--- src/rtl/sky130_fd_io__xres4v2_ctrl.sv ---
// XRES pad controller: orders the pad enables, holds the pad mode pins and turns the raw
// XRES_H_N into a synchronised, glitch-filtered, stretched system reset with an event count.
module sky130_fd_io__xres4v2_ctrl #(
  parameter int unsigned SETUP_CYC   = 4,
  parameter int unsigned HOLD_CYC    = 4,
  parameter int unsigned FILT_CYC    = 8,
  parameter int unsigned STRETCH_CYC = 16,
  parameter int unsigned CNT_W       = 8
) (
  input  logic             CLK,
  input  logic             RESET_B,
  input  logic             PWR_REQ,
  input  logic             CFG_INP_SEL,
  input  logic             CFG_VDDIO_SIG,
  input  logic             CFG_DIS_PULLUP,
  input  logic             CNT_CLR,
  input  logic             XRES_H_N,
  output logic             ENABLE_VDDIO,
  output logic             ENABLE_H,
  output logic             INP_SEL_H,
  output logic             EN_VDDIO_SIG_H,
  output logic             DISABLE_PULLUP_H,
  output logic             SYS_RST_N,
  output logic             READY,
  output logic [2:0]       STATE,
  output logic             RST_EVT,
  output logic [CNT_W-1:0] RST_CNT
);

  typedef enum logic [2:0] {
    StOff    = 3'd0,
    StVioUp  = 3'd1,
    StSettle = 3'd2,
    StRun    = 3'd3,
    StEnDn   = 3'd4
  } state_e;

  localparam int unsigned SeqMax  = (SETUP_CYC > HOLD_CYC) ? SETUP_CYC : HOLD_CYC;
  localparam int unsigned CcntMax = (SeqMax > FILT_CYC + 2) ? SeqMax : FILT_CYC + 2;
  localparam int unsigned CW      = $clog2(CcntMax + 1);
  localparam int unsigned FW      = $clog2(FILT_CYC + 1);
  localparam int unsigned SW      = $clog2(STRETCH_CYC + 1);

  localparam logic [CW-1:0] SetupLast   = CW'(SETUP_CYC - 1);
  localparam logic [CW-1:0] HoldLast    = CW'(HOLD_CYC - 1);
  localparam logic [CW-1:0] SettleLast  = CW'(FILT_CYC + 1);
  localparam logic [FW-1:0] FiltLast    = FW'(FILT_CYC - 1);
  localparam logic [SW-1:0] StretchLoad = SW'(STRETCH_CYC);

  state_e             state_q, state_d;
  logic [CW-1:0]      ccnt_q, ccnt_d;
  logic [FW-1:0]      fcnt_q, fcnt_d;
  logic [SW-1:0]      scnt_q, scnt_d;
  logic               sync1_q, sync_q;
  logic               filt_q, filt_d;
  logic               en_vddio_q, en_vddio_d;
  logic               en_h_q, en_h_d;
  logic               inp_sel_q, inp_sel_d;
  logic               vddio_sig_q, vddio_sig_d;
  logic               dis_pu_q, dis_pu_d;
  logic               sys_rst_n_q, sys_rst_n_d;
  logic               ready_q, ready_d;
  logic               rst_evt_q, rst_evt_d;
  logic [CNT_W-1:0]   rst_cnt_q, rst_cnt_d;

  always_comb begin
    state_d     = state_q;
    ccnt_d      = ccnt_q + CW'(1);
    en_vddio_d  = en_vddio_q;
    en_h_d      = en_h_q;
    inp_sel_d   = inp_sel_q;
    vddio_sig_d = vddio_sig_q;
    dis_pu_d    = dis_pu_q;
    filt_d      = filt_q;
    fcnt_d      = '0;

    // Filter: a level change is accepted only after FILT_CYC consecutive differing samples.
    if (sync_q != filt_q) begin
      if (fcnt_q == FiltLast) begin
        filt_d = sync_q;
      end else begin
        fcnt_d = fcnt_q + FW'(1);
      end
    end

    unique case (state_q)
      StOff: begin
        ccnt_d = '0;
        if (PWR_REQ) begin
          inp_sel_d   = CFG_INP_SEL;
          vddio_sig_d = CFG_VDDIO_SIG;
          dis_pu_d    = CFG_DIS_PULLUP;
          en_vddio_d  = 1'b1;
          state_d     = StVioUp;
        end
      end
      StVioUp: begin
        if (!PWR_REQ) begin
          en_vddio_d = 1'b0;
          ccnt_d     = '0;
          state_d    = StOff;
        end else if (ccnt_q == SetupLast) begin
          en_h_d  = 1'b1;
          ccnt_d  = '0;
          filt_d  = sync_q;
          fcnt_d  = '0;
          state_d = StSettle;
        end
      end
      StSettle: begin
        if (!PWR_REQ) begin
          en_h_d  = 1'b0;
          ccnt_d  = '0;
          state_d = StEnDn;
        end else if (ccnt_q == SettleLast) begin
          ccnt_d  = '0;
          state_d = StRun;
        end
      end
      StRun: begin
        ccnt_d = '0;
        if (!PWR_REQ) begin
          en_h_d  = 1'b0;
          state_d = StEnDn;
        end
      end
      StEnDn: begin
        // Runs to completion regardless of PWR_REQ so the hold time is always honoured.
        if (ccnt_q == HoldLast) begin
          en_vddio_d = 1'b0;
          ccnt_d     = '0;
          state_d    = StOff;
        end
      end
      default: begin
        en_vddio_d = 1'b0;
        en_h_d     = 1'b0;
        ccnt_d     = '0;
        state_d    = StOff;
      end
    endcase

    // Stretch only counts on a release seen while already in RUN; a fall abandons it.
    scnt_d = scnt_q;
    if (state_d != StRun || !filt_d) begin
      scnt_d = '0;
    end else if (state_q == StRun && !filt_q) begin
      scnt_d = StretchLoad;
    end else if (scnt_q != '0) begin
      scnt_d = scnt_q - SW'(1);
    end

    sys_rst_n_d = (state_d == StRun) && filt_d && (scnt_d == '0);
    ready_d     = (state_d == StRun);
    rst_evt_d   = (state_q == StRun) && (state_d == StRun) && filt_q && !filt_d;

    rst_cnt_d = rst_cnt_q;
    if (CNT_CLR) begin
      rst_cnt_d = '0;
    end else if (rst_evt_d && rst_cnt_q != {CNT_W{1'b1}}) begin
      rst_cnt_d = rst_cnt_q + CNT_W'(1);
    end
  end

  always_ff @(posedge CLK or negedge RESET_B) begin
    if (!RESET_B) begin
      state_q     <= StOff;
      ccnt_q      <= '0;
      fcnt_q      <= '0;
      scnt_q      <= '0;
      sync1_q     <= 1'b0;
      sync_q      <= 1'b0;
      filt_q      <= 1'b0;
      en_vddio_q  <= 1'b0;
      en_h_q      <= 1'b0;
      inp_sel_q   <= 1'b0;
      vddio_sig_q <= 1'b1;
      dis_pu_q    <= 1'b0;
      sys_rst_n_q <= 1'b0;
      ready_q     <= 1'b0;
      rst_evt_q   <= 1'b0;
      rst_cnt_q   <= '0;
    end else begin
      state_q     <= state_d;
      ccnt_q      <= ccnt_d;
      fcnt_q      <= fcnt_d;
      scnt_q      <= scnt_d;
      sync1_q     <= XRES_H_N;
      sync_q      <= sync1_q;
      filt_q      <= filt_d;
      en_vddio_q  <= en_vddio_d;
      en_h_q      <= en_h_d;
      inp_sel_q   <= inp_sel_d;
      vddio_sig_q <= vddio_sig_d;
      dis_pu_q    <= dis_pu_d;
      sys_rst_n_q <= sys_rst_n_d;
      ready_q     <= ready_d;
      rst_evt_q   <= rst_evt_d;
      rst_cnt_q   <= rst_cnt_d;
    end
  end

  assign ENABLE_VDDIO     = en_vddio_q;
  assign ENABLE_H         = en_h_q;
  assign INP_SEL_H        = inp_sel_q;
  assign EN_VDDIO_SIG_H   = vddio_sig_q;
  assign DISABLE_PULLUP_H = dis_pu_q;
  assign SYS_RST_N        = sys_rst_n_q;
  assign READY            = ready_q;
  assign STATE            = state_q;
  assign RST_EVT          = rst_evt_q;
  assign RST_CNT          = rst_cnt_q;

endmodule
--- config.mk ---
export PLATFORM = sky130hd
export DESIGN_NAME = sky130_fd_io__xres4v2_ctrl
export DESIGN_NICKNAME = d
export VERILOG_FILES = /design/src/rtl/sky130_fd_io__xres4v2_ctrl.sv
export SDC_FILE = /design/constraint.sdc
export NUM_CORES = 1
export LEC_CHECK = 0
export CORE_MARGIN = 5
export CORE_UTILIZATION = 52
export DETAILED_ROUTE_END_ITERATION = 8
export PLACE_DENSITY_LB_ADDON = 0.2
export SETUP_SLACK_MARGIN = 0.2
export SKIP_CTS_REPAIR_TIMING = 1
export SLEW_MARGIN = 10
export SYNTH_ARGS = -nofsm -noshare
export SYNTH_HDL_FRONTEND = slang
export SYNTH_SLANG_ARGS = --single-unit
--- constraint.sdc ---
create_clock -name CLK -period 2.6 [get_ports CLK]
set_input_delay 0.52 -clock CLK [delete_from_list [all_inputs] [get_ports CLK]]
set_output_delay 0.52 -clock CLK [all_outputs]
set_load 0.05 [all_outputs]
# Word level (Yosys, flattened, before mapping)
# Cells that the tools add are included.
# classes
n_eq_ne	17
mux	35
bitwise	2
n_reduce_logical	19
n_addsub	4
# ops
cell	count
4-bit 2-to-1 mux	9
3-bit 2-to-1 mux	7
8-bit 2-to-1 mux	2
5-bit 2-to-1 mux	3
3-bit case mux with 5 select lines	1
2-bit inequality test (second input constant)	6
4-bit case mux with 3 select lines	1
1-bit 2-to-1 mux	10
3-bit by 2-bit equality test with 1-bit output (second input constant)	3
4-bit by 1-bit adder with 4-bit output (second input constant)	2
8-bit by 1-bit adder with 8-bit output (second input constant)	1
8-bit inequality test (second input constant)	1
4-bit AND reduction	2
1-bit logical AND	7
5-bit logical NOT	1
5-bit nonzero test	1
5-bit by 1-bit subtractor with 5-bit output (second input constant)	1
4-bit by 2-bit equality test with 1-bit output (second input constant)	1
4-bit by 3-bit equality test with 1-bit output (second input constant)	1
4-bit equality test (second input constant)	1
1-bit case mux with 4 select lines	1
2-bit OR reduction	2
3-bit by 1-bit equality test with 1-bit output (second input constant)	1
3-bit equality test (second input constant)	1
other kinds (9)	11
# totals
elab_cells	93
regBits	35
out_inout_bits	19
inputBits	8

# Depth between registers and ports, before layout
# logic_depth
depth_word	11
ltp_mapped	7
ltp_nobuf	7

# Worst setup path before layout
# OpenSTA, ideal clock, no wires.
# synth_path
path_kind	reg2reg
startpoint	reg state_q[0] (netlist: STATE[0])
endpoint	reg rst_cnt_q[7] (netlist: RST_CNT[7])
path_slack_ns	0.419
n_path_buf	1
setup_time_ns	0.078
t_arrival_ns	2.103
stages_incl_launch_ff	7
path_cell_list	dfrtp_1 -> buf_6 -> and3b_2 -> nand4b_4 -> or4_1 -> or3_1 -> a21oi_1
# synth_between
elab_chain_len	9
elab_cells_between_ends	21
cone_classes	eq/ne: 5; mux: 9; reduce/logical: 7
# synth_lines
item	line_no	source
start, declared	50	state_e state_q, state_d;
start signal, assigned	167	state_q <= StOff;
start signal, assigned	184	state_q <= state_d;
3-bit 2-to-1 mux, on equally long branches	115, 102	
3-bit 2-to-1 mux, on equally long branches	111, 98	
3-bit case mux with 5 select lines	86	unique case (state_q)
3-bit by 2-bit equality test with 1-bit output	155	rst_evt_d = (state_q == StRun) && (state_d == StRun) && filt_q && !filt_d;
1-bit logical AND (2 in a row)	155	
1-bit logical AND (*)	155	
1-bit logical AND (*)	160	end else if (rst_evt_d && rst_cnt_q != {CNT_W{1'b1}}) begin
2-bit nonzero test (no line) (*)	-	
end signal, assigned	199	rst_cnt_q <= rst_cnt_d;
end, declared	64	logic [CNT_W-1:0] rst_cnt_q, rst_cnt_d;
# Mark *: on every way between the ends. The rest lies on a longest branch, timed or not.
# A chain may end at the register's enable or synchronous reset.

# Final worst setup path
# layout_path
startpoint	reg state_q[0] (netlist: STATE[0])
endpoint	out STATE[0]
# layout_lines
item	line_no	source
end, declared	25	output logic [2:0] STATE,
# No word-level cell between the ends.

==> summary.txt <==
Critical path
  – Worst EP required: 2080 ps
  – Critical path buffer and inverter count: 1
  – CP Class: reg -> out
  – CP delay by family, top: buffers and inverters
  – Startpoint Class: register
  – Crit path DAT: 1770 ps
  – Slowest CP cell: clkdlybuf4s50_1
  – Critical-path cell list: clkdlybuf4s50_1
  – Slowest cell delay on critical path: 870 ps
  – Endpoint class of the critical path: primary output
  – CP max FO: 9

Yosys
  – Ranking of synthesized cells by area: dfrtp_1 51%, xnor2_1 5.2%, nor2_1 4.9%
  – Post-synth EDFFs: 0
  – Top FF cell, synth: dfrtp_1
  – Post-synthesis compound-gate area fraction: 0.08955
  – Post-synth ARST share: 1.000
  – Post-Syn Instances: 158
  – #FFs+latches synth: 35
  – Synth unique cells: 41
  – Simple-gate portion of the synthesized area: 0.2209
  – Post-synthesis mux area share: 0.03209
  – Largest family of logic cells by synthesized area: simple AND/OR/NAND/NOR gates
  – Synth area leader: dfrtp_1
  – Avg Inst Size Synth: 10.61 um2
  – Sequential fraction of the synthesis area: 0.5231
  – Mapped cell area: 0.001677 mm2
  – Post-Synth XOR/XNOR Area: 0.06791
  – Syn Nets: 171
  – Post-synthesis adder-cell area fraction: 0.03731
  – Yosys warns: 0
  – Yosys top cell area share: 0.5075

Final layout
  – P&R area growth vs syn: 22.39%
  – Most common cell after layout, fill and taps aside: dfrtp_1
  – Final core utilization: 0.6667
  – Nets: 204
  – # diodes: 0
  – Most frequent cells in the layout: 34 x dfrtp_1, 25 x clkdlybuf4s50_1, 22 x nor2_1
  – Share of cells above drive strength 1: 0.09896
  – Non-filler cells, final: 236

Clock tree
  – CTS Buffer Depth: 2
  – Num Clock Sinks: 35
  – CTS tree: done
  – Clk Latency, worst-skew pair: 340 ps
  – Root buf cell: clkbuf_4
  – Clock Pin Slew Worst Setup and Hold Paths: 110 ps
  – Clock H-tree levels: 2
  – TritonCTS buffer count: 5

GRT
  – Global-route wire length before repair: 5775 um
  – Initial antenna violation count: 0
  – Pin count of the biggest net entering global routing: 36
  – Remaining global-route overflow: 0
  – GRT Util Overall: 0.1758
  – Vias in the first global route: 1,315

Die
  – Core area: 0.003078 mm2
  – Die ar.: 0.004460 mm2
  – Num ports: 27
  – Row Count: 20
  – Die Span Y: 66.78 um
  – Width of the die: 66.78 um
  – Initial cell density of the core: 0.5447

Drt
  – DR vias: 1,287
  – DR iter-0 viols: 69
  – Residual DRC: 0
  – Post-DRT Antenna Nets: 0
  – Drt total wl: 3380 um
  – DRT Pass-1 Iters: 4
  – Via density: 5.453
  – WL per Instance: 14.32 um

Power
  – Leak: 0.0009196 uW
  – PwrDens: 522.2 mW/mm2
  – PnR Total Power: 1071 uW
  – VDD IR max: 0.3325 mV

Placement
  – DP HPWL: 2489 um
  – Placed cell count: 228
  – Port Buffers: 26
  – RePlAce Congestion: 0.7957

STA
  – Relative slew slack: 0.6140
  – Hold WS: 393.5 ps
  – Setup TNS: 0 ps
  – Worst-margin pin slew: 573.7 ps
  – Period utilization: 0.8797
  – Skew final: 14.26 ps
  – Final setup viols: 0
  – Pins over their slew limit: 0
  – Hold Vio Cnt, Final: 0
  – Crit path time final: 2287 ps
  – F_max: 0.4372 GHz
  – RSZ-0062 raised after global routing: false

Run status
  – Status: completed

Min path
  – Hold WC Path Type: reg -> reg

Job
  – Max cap viols: 0
cell families after synthesis:
kind of cell | after synthesis
xor gates and xnor gates | 13
muxes | 5
DFF | 35
buffers and inverters | 11
adders and majority gates | 5
and+or+nand+nor | 68
AOI/OAI and AO/OA | 21
routing by layer:
| layer | global-route usage | vias to the layer above | share of wire | routed length, um |
|---|---|---|---|---|
| met5 | 0 | - | 0 | 0 |
| met4 | 0.1015 | 0 | 0.025 | 85 |
| met3 | 0.05565 | 9 | 0.040 | 136 |
| met2 | 0.2809 | 33 | 0.50 | 1697 |
| met1 | 0.2065 | 626 | 0.43 | 1460 |
| li1 | - | 619 | - | - |
where the power goes:
group	internal [uW]	switching, uW	total [uW]
sequential	582	31.3	613
combinational	69.7	100	170
clock	104	184	288
total	756	315	1070
synthesized netlist by cell type (all sizes together), types with 2 or more instances:
master / instances
a21oi: 7
a31oi: 2
and2: 2
and3b: 3
buf: 2
dfrtp: 34
ha: 5
inv: 8
mux2: 3
mux2i: 2
nand2: 7
nand3: 8
nand4: 2
nor2: 22
nor2b: 3
nor3: 8
nor4: 4
o211ai: 2
o21ai: 3
o32ai: 2
xnor2: 10
xor2: 3
flip-flops by register name (all words and copies together), names as in the netlist:
signal,flops
DISABLE_PULLUP_H,1
ENABLE_H,1
ENABLE_VDDIO,1
EN_VDDIO_SIG_H,1
INP_SEL_H,1
READY,1
RST_CNT,8
RST_EVT,1
STATE,3
SYS_RST_N,1
ccnt_q,4
fcnt_q,4
filt_q,1
scnt_q,5
sync1_q,1
sync_q,1
final timing paths:
| kind | startpoint | to | slack, ps | cells after the start |
|---|---|---|---|---|
| worst max-delay path | STATE[0] | STATE[0] | 310 | 1 |
| worst min-delay path | sync1_q | sync_q | 390 | 0 |
| worst max register to register | STATE[1] | RST_CNT[7] | 430 | 5 |
| worst min register to register | sync1_q | sync_q | 390 | 0 |
| max in group asynchronous | RESET_B | EN_VDDIO_SIG_H | 1690 | 2 |
| min in group asynchronous | RESET_B | STATE[1] | 580 | 2 |
final cells by class:
cell class	count	area, um2
fill	243	1026
sequential	35	877.1
multi-input combinational	112	750.7
timing repair buffer	29	285.3
tap	44	55.05
clock buffer	6	41.29
inverter	8	30.03
clock inverter	2	12.51
per-stage QoR:
stage / worst slack [ps] / instance area [um2]
4_1_cts: 211.9 / 2049
3_3_place_gp: 191.9 / 1996
2_1_floorplan: 419.0 / 1677
3_5_place_dp: 97.41 / 1996
6_report: 312.9 / 2052
5_1_grt: 223.4 / 2052
Note: power is estimated with default switching activity, not from simulation.
